$ cat config.mk
export PLATFORM = sky130hd
export DESIGN_NAME = clk_freq_mon
export DESIGN_NICKNAME = d
export VERILOG_FILES = /design/src/rtl/clk_freq_mon.sv
export SDC_FILE = /design/constraint.sdc
export NUM_CORES = 1
export LEC_CHECK = 0
export CAP_MARGIN = 10
export CORE_ASPECT_RATIO = 0.75
export CORE_MARGIN = 3
export CORE_UTILIZATION = 40
export DETAILED_ROUTE_END_ITERATION = 7
export SLEW_MARGIN = 20
export SYNTH_ARGS = -nofsm -noshare
export SYNTH_HDL_FRONTEND = slang
export SYNTH_SLANG_ARGS = --single-unit
export TNS_END_PERCENT = 50
$ cat constraint.sdc
create_clock -name clk_100M -period 4.9 [get_ports clk_100M]
set_clock_uncertainty 0.05 [all_clocks]
set_input_delay 0.98 -clock clk_100M [delete_from_list [all_inputs] [get_ports clk_100M]]
set_output_delay 0.98 -clock clk_100M [all_outputs]
set_load 0.05 [all_outputs]
$ cat src/rtl/clk_freq_mon.sv
`default_nettype none
`timescale 1ns/1ps
// +----------------------------------------------------------------------------+
// | clk_freq_mon                                                               |
// | Counts rising edges of an asynchronous clock over a fixed gate window and  |
// | flags windows whose count falls outside EXP_COUNT +/- TOL.                 |
// | Revision: 1.0                                                              |
// +----------------------------------------------------------------------------+
module clk_freq_mon #(
  parameter int GATE_CYCLES   = 100000,
  parameter int SETTLE_CYCLES = 1024,
  parameter int EXP_COUNT     = 4000,
  parameter int TOL           = 4,
  parameter int CNT_W         = 16,
  parameter int ERR_W         = 8
) (
  input  logic             clk_100M,
  input  logic             reset_n,
  input  logic             locked,
  input  logic             clk_in,
  output logic [CNT_W-1:0] meas_count,
  output logic             meas_valid,
  output logic             freq_ok,
  output logic [ERR_W-1:0] err_cnt
);

  localparam int GATE_W   = $clog2(GATE_CYCLES + 1);
  localparam int SETTLE_W = $clog2(SETTLE_CYCLES + 1);
  localparam int DIFF_W   = CNT_W + 1;

  localparam logic [GATE_W-1:0]   C_GATE_LAST   = GATE_W'(GATE_CYCLES - 1);
  localparam logic [SETTLE_W-1:0] C_SETTLE_LAST = SETTLE_W'(SETTLE_CYCLES - 1);
  localparam logic [DIFF_W-1:0]   C_EXP         = DIFF_W'(EXP_COUNT);
  localparam logic [DIFF_W-1:0]   C_TOL         = DIFF_W'(TOL);

  typedef enum logic [1:0] {
    S_IDLE   = 2'd0,
    S_SETTLE = 2'd1,
    S_GATE   = 2'd2
  } state_t;

  state_t              r_state;
  logic                r_lock_s1;
  logic                r_lock_s;
  logic                r_clk_s1;
  logic                r_clk_s2;
  logic                r_clk_s3;
  logic [SETTLE_W-1:0] r_settle_cnt;
  logic [GATE_W-1:0]   r_gate_cnt;
  logic [CNT_W-1:0]    r_edge_cnt;

  logic                w_edge;
  logic [CNT_W-1:0]    w_edge_next;
  logic [DIFF_W-1:0]   w_cnt_ext;
  logic [DIFF_W-1:0]   w_diff;
  logic                w_in_tol;

  // Two-flop synchronizers; clk_in gets a third flop for edge detection.
  always_ff @(posedge clk_100M or negedge reset_n) begin
    if (!reset_n) begin
      r_lock_s1 <= 1'b0;
      r_lock_s  <= 1'b0;
      r_clk_s1  <= 1'b0;
      r_clk_s2  <= 1'b0;
      r_clk_s3  <= 1'b0;
    end else begin
      r_lock_s1 <= locked;
      r_lock_s  <= r_lock_s1;
      r_clk_s1  <= clk_in;
      r_clk_s2  <= r_clk_s1;
      r_clk_s3  <= r_clk_s2;
    end
  end

  assign w_edge = r_clk_s2 & ~r_clk_s3;

  // Saturating edge count including this cycle's pulse.
  always_comb begin
    w_edge_next = r_edge_cnt;
    if (w_edge && (r_edge_cnt != {CNT_W{1'b1}})) begin
      w_edge_next = r_edge_cnt + CNT_W'(1);
    end
  end

  always_comb begin
    w_cnt_ext = {1'b0, w_edge_next};
    w_diff    = (w_cnt_ext >= C_EXP) ? (w_cnt_ext - C_EXP) : (C_EXP - w_cnt_ext);
    w_in_tol  = (w_diff <= C_TOL);
  end

  always_ff @(posedge clk_100M or negedge reset_n) begin
    if (!reset_n) begin
      r_state      <= S_IDLE;
      r_settle_cnt <= '0;
      r_gate_cnt   <= '0;
      r_edge_cnt   <= '0;
      meas_count   <= '0;
      meas_valid   <= 1'b0;
      freq_ok      <= 1'b0;
      err_cnt      <= '0;
    end else begin
      meas_valid <= 1'b0;
      if (!r_lock_s) begin
        // Lock lost: abandon the current window without publishing it.
        r_state      <= S_IDLE;
        r_settle_cnt <= '0;
        r_gate_cnt   <= '0;
        r_edge_cnt   <= '0;
        freq_ok      <= 1'b0;
      end else begin
        case (r_state)
          S_IDLE: begin
            r_state      <= S_SETTLE;
            r_settle_cnt <= '0;
          end
          S_SETTLE: begin
            if (r_settle_cnt == C_SETTLE_LAST) begin
              r_state      <= S_GATE;
              r_settle_cnt <= '0;
              r_gate_cnt   <= '0;
              r_edge_cnt   <= '0;
            end else begin
              r_settle_cnt <= r_settle_cnt + SETTLE_W'(1);
            end
          end
          S_GATE: begin
            if (r_gate_cnt == C_GATE_LAST) begin
              r_gate_cnt <= '0;
              r_edge_cnt <= '0;
              meas_count <= w_edge_next;
              meas_valid <= 1'b1;
              freq_ok    <= w_in_tol;
              if (!w_in_tol && (err_cnt != {ERR_W{1'b1}})) begin
                err_cnt <= err_cnt + ERR_W'(1);
              end
            end else begin
              r_gate_cnt <= r_gate_cnt + GATE_W'(1);
              r_edge_cnt <= w_edge_next;
            end
          end
          default: r_state <= S_IDLE;
        endcase
      end
    end
  end

endmodule
`default_nettype wire

Yosys cells after proc, flatten, opt, wreduce, memory -nomap -nowiden
Cells that the tools add are included.
{"block": "word_totals", "register_bits": 77, "latch_bits": 0, "ram_bits": 0, "mem_bits_ro": 0, "inputBits": 4, "out_inout_bits": 26, "wordCells": 66, "n_memories": 0}
{"block": "classes", "n_addsub": 6, "multipliers": 0, "n_div": 0, "order_cmp": 2, "eq_ne": 12, "n_shift": 0, "muxes": 22, "n_bitwise": 2, "n_reduce_logical": 9}
{"op": "two-way mux 17 bit", "n": 4}
{"op": "two-way mux 16 bit", "n": 4}
{"op": "case mux 17 bit (2 select lines)", "n": 1}
{"op": "case mux 16 bit (2 select lines)", "n": 1}
{"op": "two-way mux 11 bit", "n": 2}
{"op": "case mux 11 bit (2 select lines)", "n": 1}
{"op": "adder 17 x 1 -> 17 bit, second input constant", "n": 1}
{"op": "equality test 17 bit, second input constant", "n": 1}
{"op": "less-or-equal comparator 17 x 3 -> 1 bit, second input constant", "n": 1}
{"op": "subtractor 12 x 16 -> 17 bit, first input constant", "n": 1}
{"op": "subtractor 16 x 12 -> 17 bit, second input constant", "n": 1}
{"op": "adder 16 x 1 -> 16 bit, second input constant", "n": 1}
{"op": ">= comparator 16 x 12 -> 1 bit, second input constant", "n": 1}
{"op": "!= test 16 bit, second input constant", "n": 1}
{"op": "adder 11 x 1 -> 11 bit, second input constant", "n": 1}
{"op": "equality test 11 x 10 -> 1 bit, second input constant", "n": 1}
{"op": "adder 8 x 1 -> 8 bit, second input constant", "n": 1}
{"op": "!= test 8 bit, second input constant", "n": 1}
{"op": "two-way mux 1 bit", "n": 6}
{"op": "!= test 3 x 1 -> 1 bit, second input constant", "n": 2}
{"op": "case mux 2 bit (3 select lines)", "n": 1}
{"op": "AND reduction 2 bit", "n": 3}
{"op": "two-way mux 2 bit", "n": 2}
{"op": "!= test 2 x 1 -> 1 bit, second input constant", "n": 2}
{"op": "11 further kinds", "n": 12}

Longest topological paths before layout
Gate-level depths: netlist of run 1.
{"block": "logic_depth", "word_depth": 10, "mapped_depth": 17, "mapped_depth_nobuf": 16}

Worst setup path before layout of run 1
OpenSTA, ideal clock, no wires.
{"block": "synth_timing", "path_kind": "reg-to-reg", "start": "reg r_edge_cnt[1]", "end": "reg err_cnt[1]", "setup_time_ns": 0.125, "arrival_time_ns": 3.756, "t_required_ns": 4.725, "setup_slack_ns": 0.969, "stages_incl_launch_ff": 18, "path_buffers": 1, "synth_period_minus_slack_ns": 3.931, "cell_sequence": "dfrtp_1 ha_1 buf_2 nand4_4 nor4_4 nor3_1 xor2_1 inv_1 ha_1 nor2_1 nor4b_1 nor2_1 or3_1 o211ai_1 nor2_1 a2111oi_4 a21oi_2 mux2_4"}
{"block": "synth_between", "elab_chain_cells": 9, "word_cells_on_any_way": 12, "cone_classes": "3 x add/sub; 2 x order compare; 1 x eq/ne; 2 x mux; 4 x reduce/logical"}
{"element": "from (decl)", "line": "50", "source": "logic [CNT_W-1:0] r_edge_cnt;"}
{"element": "from (signal assigned)", "line": "138", "source": "r_edge_cnt <= w_edge_next;"}
{"element": "branches (longest 2 deep; another with adder 16 x 1 -> 16 bit)"}
{"element": "two-way mux 16 bit *", "line": "80", "source": "if (w_edge && (r_edge_cnt != {CNT_W{1'b1}})) begin"}
{"element": "subtractor 12 x 16 -> 17 bit, or another cell as far along", "line": "87", "source": "w_diff = (w_cnt_ext >= C_EXP) ? (w_cnt_ext - C_EXP) : (C_EXP - w_cnt_ext);"}
{"element": "two-way mux 17 bit *", "line": "87"}
{"element": "less-or-equal comparator 17 x 3 -> 1 bit *", "line": "88", "source": "w_in_tol = (w_diff <= C_TOL);"}
{"element": "zero test 1 bit *", "line": "133", "source": "if (!w_in_tol && (err_cnt != {ERR_W{1'b1}})) begin"}
{"element": "logical AND 1 bit *", "line": "133"}
{"element": "AND reduction 4 bit (no source line) *"}
{"element": "to (signal assigned)", "line": "134", "source": "err_cnt <= err_cnt + ERR_W'(1);"}
{"element": "to (decl)", "line": "24", "source": "output logic [ERR_W-1:0] err_cnt"}
Mark *: on every way between the ends.
A chain may end at the register's enable or synchronous reset.

Final worst setup path of run 1
{"block": "layout_timing", "start": "reg r_edge_cnt[0]", "end": "reg err_cnt[1]"}
Same word-level chain as after synthesis.

==> results.txt, run 1 <==
Outcome -> finished, final reports clean
CP arrival -> 4590 ps
Peak VDD IR -> 0.166 mV
PortBufs -> 29
Post-CTS setup buffers -> 0
IO Pins -> 30
Commonest cells after routing, fill and taps aside -> dfrtp_1, nand2_1, o21ai_0
PwrDens -> 248 nW/um^2
Remaining DRCs -> 0
Clock transition at path regs -> 60 ps
Inserted Diodes -> 0
Fillers -> 1,042
Layout Cells excl Fill -> 728
Final GP Congestion -> 0.883
Most common cell after layout, fill and taps aside -> dfrtp_1
Period minus WS final -> 4410 ps
Pre-CTS setup slack -> 474 ps
Vias per cell -> 5.67
# rows -> 33
Top cells by area, synth -> dfrtp_1, o21ai_0, nand2_1
DR WL/cell -> 16.3 microns
Synth Instances -> 542
Worst-margin pin slew -> 902 ps
CP endpoint kind -> register
First-pass GRT wire length -> 20,100 microns
Maximum root-to-sink buffer count -> 2
Inst Count DP -> 712
Post-CTS resize count -> 0
Worst skew pair latency -> 330 ps
Worst reg2reg setup slack -> 490 ps
RSZ-0062 raised after global routing -> false
Syn-to-layout area delta -> 16.0%
Sequential fraction of the synthesis area -> 40.4%
DR iter-0 viols -> 205
Synth warn -> 0
Mapped Nets -> 551
Slew Limit Headroom -> 39.7%
Worst-case reg-to-reg path depth -> 11
Clock sinks -> 77
CTS tree -> built
Crit path max-delay cell type -> or4_4
Worst setup slack after layout -> 486 ps
Top_reg_cell synth -> dfrtp_1
Yosys cell types -> 69
CP Launch Type -> register
Via count -> 4,126
DP HPWL -> 8400 microns
Fin crit share -> 90.1%
Largest net degree at the start of global routing -> 78
WL final -> 11,800 microns
Crit path cell chain -> ha_1, nand4_4, or4_4, and4_4, nor3_2, nand3_1, xor2_1, or4_4, a2111oi_4, a21oi_2, mux2_4
GR Overflow Total -> 0
FF+latch count, synth -> 77
Core ar. -> 11,300 sq um
Most frequent CP cell -> or4_4
Worst Hold Depth -> 0
Post-CTS Hold Fix Bufs -> 0
Post-synth ARST share -> 100%
Synth Cell Area -> 4770 sq um
Die ar. -> 13,300 sq um
Yosys top cell area share -> 40.4%
Syn avg cell area -> 8.80 sq um
Crit-path max cell delay -> 590 ps
Layout cells sized above 1 -> 8.93%
Synth area leader -> dfrtp_1
TritonCTS Buffers -> 9
WP data required -> 5070 ps
Fmax -> 227 MHz
Nets -> 575
Die Span X -> 132 microns
Root buf cell -> clkbuf_16
GRT Total Usage -> 18.6%
Hold WS -> 297 ps
Lkg Pwr -> 0.00224 uW
Setup tns final -> 0 ps
TritonRoute pass-1 iters -> 4
Number of enable flip-flop cells after synthesis -> 0
Final setup fails -> 0
Final Max Slew Viols -> 0
Initial core utilization -> 42.3%
Chip height -> 101 microns
Antenna-violating nets left -> 0
Vias in the first global route -> 4,003
Hold Vio Cnt, Final -> 0
Antenna violations before repair -> 0
Max-cap violation count -> 0
Min-delay worst type -> reg2reg
Worst-path fanout max -> 11
CTS H-Tree Depth -> 3
Crit Path Category -> reg2reg
==> path summary, 6_finish.rpt <==
check,startpoint,end
max reg2reg,r_edge_cnt[0]$_DFFE_PN0P_,err_cnt[1]$_DFFE_PN0P_
max in group asynchronous,reset_n,meas_count[1]$_DFFE_PN0P_
max,r_edge_cnt[0]$_DFFE_PN0P_,err_cnt[1]$_DFFE_PN0P_
min in group asynchronous,reset_n,r_clk_s1$_DFF_PN0_
min reg2reg,r_clk_s1$_DFF_PN0_,r_clk_s2$_DFF_PN0_
min,r_clk_s1$_DFF_PN0_,r_clk_s2$_DFF_PN0_
==> cell usage after synthesis (5+ instances only) <==
master and count:
dfrtp_1 77, nand2_1 76, o21ai_0 64, nor2_1 41, nand3_1 24, xor2_1 20
clkbuf_1 17, xnor2_1 15, nor3_1 13, a21oi_1 11, o31ai_1 11, or3_1 11
and3_1 10, inv_1 10, nand4_1 9, mux2i_1 8, a31oi_1 6, and2_1 6
nand2b_1 6, nor4_1 6, or4_1 6, a22o_1 5, buf_2 5, ha_1 5
==> critical path: cells and delay by family, from the launching register on <==
family,cells,cell delay (ps)
simple gates,6,2240
compound gates,2,690
fa+ha+maj,1,290
flops,1,520
mux,1,310
xor+xnor,1,200
==> per-stage QoR <==
stage | power (uW) | area, sq um | util (%)
2_1_floorplan | 673 | 4770 | -
3_3_place_gp | 694 | 5220 | 46.3
3_5_place_dp | 695 | 5220 | 46.3
4_1_cts | 1390 | 5530 | 49.0
5_1_grt | 1430 | 5530 | 49.1
6_report | 1370 | 5530 | 49.1
==> sequential cells by signal (all words and copies together), names as in the netlist <==
signal and cells:
r_lock_s 1, meas_valid 1, r_edge_cnt 16, r_state 2
r_clk_s2 1, err_cnt 8, freq_ok 1, r_settle_cnt 11
meas_count 16, r_gate_cnt 17, r_clk_s3 1, r_lock_s1 1
r_clk_s1 1
==> layout make-up <==
type                       count  area, sq um  share of cell area [%]
timing repair buffer          39          367                    6.63
inverter                      10         37.5                   0.679
multi-input combinational    429         2690                    48.7
sequential                    77         1930                    34.8
tap                          157          196                    3.55
clock buffer                  11          253                    4.57
clock inverter                 5         58.8                    1.06
==> power breakdown <==
group / internal (uW) / switching, uW
sequential: 639 / 3.17
clock: 422 / 267
combinational: 10.5 / 29.8
==> metal layers <==
layer,routed length (microns),track usage (%),vias to the layer above
met4,104,4.76,0
met2,5060,27.8,126
li1,-,-,2034
met3,659,4.69,9
met5,0,0,-
met1,6010,27.2,1957
==> logic make-up after synthesis <==
family,count (synthesis),synth area share (%)
and+or+nand+nor,239,26.4
AOI/OAI and AO/OA,137,19.3
muxes,13,2.94
buffers and inverters,36,3.28
xor gates and xnor gates,35,6.43
adders and majority gates,5,1.31
DFF,77,40.4
No activity file was read; power rests on OpenSTA's default activity.
==> inputs of run 2 (changes only) <==
- CORE_UTILIZATION: 40 -> 45
==> results.txt, run 2 (synthesized netlist as in run 1, its figures left out) <==
Antenna violations before repair -> 0 (unchanged)
Syn-to-layout area delta -> 15.7% (was 16.0%)
Fmax -> 222 MHz (was 227 MHz)
Commonest cells after routing, fill and taps aside -> dfrtp_1, nand2_1, o21ai_0 (unchanged)
Top flop regs -> r_gate_cnt: 17 flops, meas_count: 16 flops, r_edge_cnt: 16 flops (unchanged)
WP data required -> 5070 ps (about the same)
Die ar. -> 11,900 sq um (was 13,300 sq um)
CP endpoint kind -> register (unchanged)
CP Launch Type -> register (unchanged)
Final Util -> 55.4% (was 49.1%)
CTS tree -> built (unchanged)
Largest net degree at the start of global routing -> 78 (unchanged)
Initial core utilization -> 47.8% (was 42.3%)
GR Overflow Total -> 0 (unchanged)
Hold Vio Cnt, Final -> 0 (unchanged)
Remaining DRCs -> 0 (unchanged)
Power after layout -> 1430 uW (was 1370 uW)
Min-delay worst type -> reg2reg (unchanged)
Crit path cell chain -> ha_2, nand4_4, or4_4, and4_4, nor3_2, nand3_1, xor2_1, or4_4, a2111oi_4, buf_4, a21oi_2, mux2_4 (was ha_1, nand4_4, or4_4, and4_4, nor3_2, nand3_1, xor2_1, or4_4, a2111oi_4, a21oi_2, mux2_4)
Final setup fails -> 0 (unchanged)
Crit path max-delay cell type -> or4_4 (unchanged)
First-pass GRT wire length -> 19,700 microns (was 20,100 microns)
Worst skew pair latency -> 340 ps (was 330 ps)
GRT Total Usage -> 20.6% (was 18.6%)
DR iter-0 viols -> 384 (was 205)
Most common cell after layout, fill and taps aside -> dfrtp_1 (unchanged)
Crit Path Category -> reg2reg (unchanged)
Antenna-violating nets left -> 0 (unchanged)
Period minus WS final -> 4510 ps (was 4410 ps)
Peak VDD IR -> 0.150 mV (was 0.166 mV)
Most frequent CP cell -> or4_4 (unchanged)
Maximum root-to-sink buffer count -> 2 (unchanged)
Largest register FFs -> 17 (unchanged)
Vias per cell -> 5.90 (was 5.67)
Crit-path max cell delay -> 600 ps (was 590 ps)
Root buf cell -> clkbuf_16 (unchanged)
Fin crit share -> 92.0% (was 90.1%)
Final GP Congestion -> 0.924 (was 0.883)
Worst-margin pin slew -> 961 ps (was 902 ps)
Setup tns final -> 0 ps (unchanged)
Chip height -> 95.2 microns (was 101 microns)
Biggest register -> r_gate_cnt (unchanged)
Final Max Slew Viols -> 0 (unchanged)
Clock transition at path regs -> 60 ps (about the same)
Core ar. -> 9970 sq um (was 11,300 sq um)
CP arrival -> 4670 ps (was 4590 ps)
# rows -> 31 (was 33)
CTS H-Tree Depth -> 3 (unchanged)
PortBufs -> 29 (unchanged)
Vias in the first global route -> 3,792 (was 4,003)
TritonRoute pass-1 iters -> 6 (was 4)
PwrDens -> 260 nW/um^2 (was 248 nW/um^2)
TritonCTS Buffers -> 9 (unchanged)
IO Pins -> 30 (unchanged)
Slew Limit Headroom -> 35.9% (was 39.7%)
Clock sinks -> 77 (unchanged)
Max-cap violation count -> 0 (unchanged)
DP HPWL -> 8440 microns (was 8400 microns)
Via count -> 4,145 (was 4,126)
Outcome -> finished, final reports clean (unchanged)
RSZ-0062 raised after global routing -> false (unchanged)
Lkg Pwr -> 0.00225 uW (was 0.00224 uW)
Layout cells sized above 1 -> 8.77% (was 8.93%)
Inserted Diodes -> 0 (unchanged)
DR WL/cell -> 16.6 microns (was 16.3 microns)
Die Span X -> 125 microns (was 132 microns)
WL final -> 11,600 microns (was 11,800 microns)
Worst-path fanout max -> 11 (unchanged)
Nets -> 575 (unchanged)
run 2: critical path, delay by kind of cell (launching register included):
family / cells / cell delay, ps
and+or+nand+nor: 6 / 2290
DFF: 1 / 520
AOI/OAI and AO/OA: 2 / 420
adders and majority gates: 1 / 370
muxes: 1 / 320
xor gates and xnor gates: 1 / 210
buffers and inverters: 1 / 210
run 2: report_power, final:
part           internal (uW)  total, uW  switching, uW
clock network            495        752            256
registers                639        642           2.93
logic                   10.1       39.5           29.4
run 2: final timing paths:
check	start	to	slack, ps	cells after the start
worst max-delay path	r_edge_cnt[0]$_DFFE_PN0P_	err_cnt[1]$_DFFE_PN0P_	390	12
worst min-delay path	r_clk_s1$_DFF_PN0_	r_clk_s2$_DFF_PN0_	300	0
worst max register to register	r_edge_cnt[0]$_DFFE_PN0P_	err_cnt[1]$_DFFE_PN0P_	390	12
worst min register to register	r_clk_s1$_DFF_PN0_	r_clk_s2$_DFF_PN0_	300	0
max in group asynchronous	reset_n	r_gate_cnt[0]$_DFFE_PN0P_	3430	1
min in group asynchronous	reset_n	meas_count[0]$_DFFE_PN0P_	740	1
run 2: metrics by stage:
stage | instances | hold slack (ps) | instance area (sq um) | setup slack (ps)
after floorplan | 542 | 281 | 4770 | 969
after global placement | 686 | 285 | 5170 | 389
after detailed placement | 686 | 285 | 5170 | 287
after CTS | 701 | 299 | 5510 | 240
after global routing | 702 | 303 | 5520 | 9.11
final | 702 | 297 | 5520 | 391
run 2: what timing repair did:
item	CTS	global route
resized for setup	0	2
buffers inserted	0	1
endpoints found under the setup margin	0	9
hold buffers	0	0
run 2: final cells by class:
type,instances,area (sq um)
repair buffers,39,363
clock inverters,6,111
flip-flops and latches,77,1930
fillers,896,4450
multi-input cells,429,2690
well taps,132,165
inverters,10,37.5
clock buffers,9,225
run 2: layer usage:
metal  global-route usage, %  up-vias  wire length [microns]
li1                        -     2035                      -
met1                    31.9     1980                   6170
met2                    28.2      115                   4480
met3                    4.76       15                    825
met4                    6.77        0                    158
met5                       0        -                      0
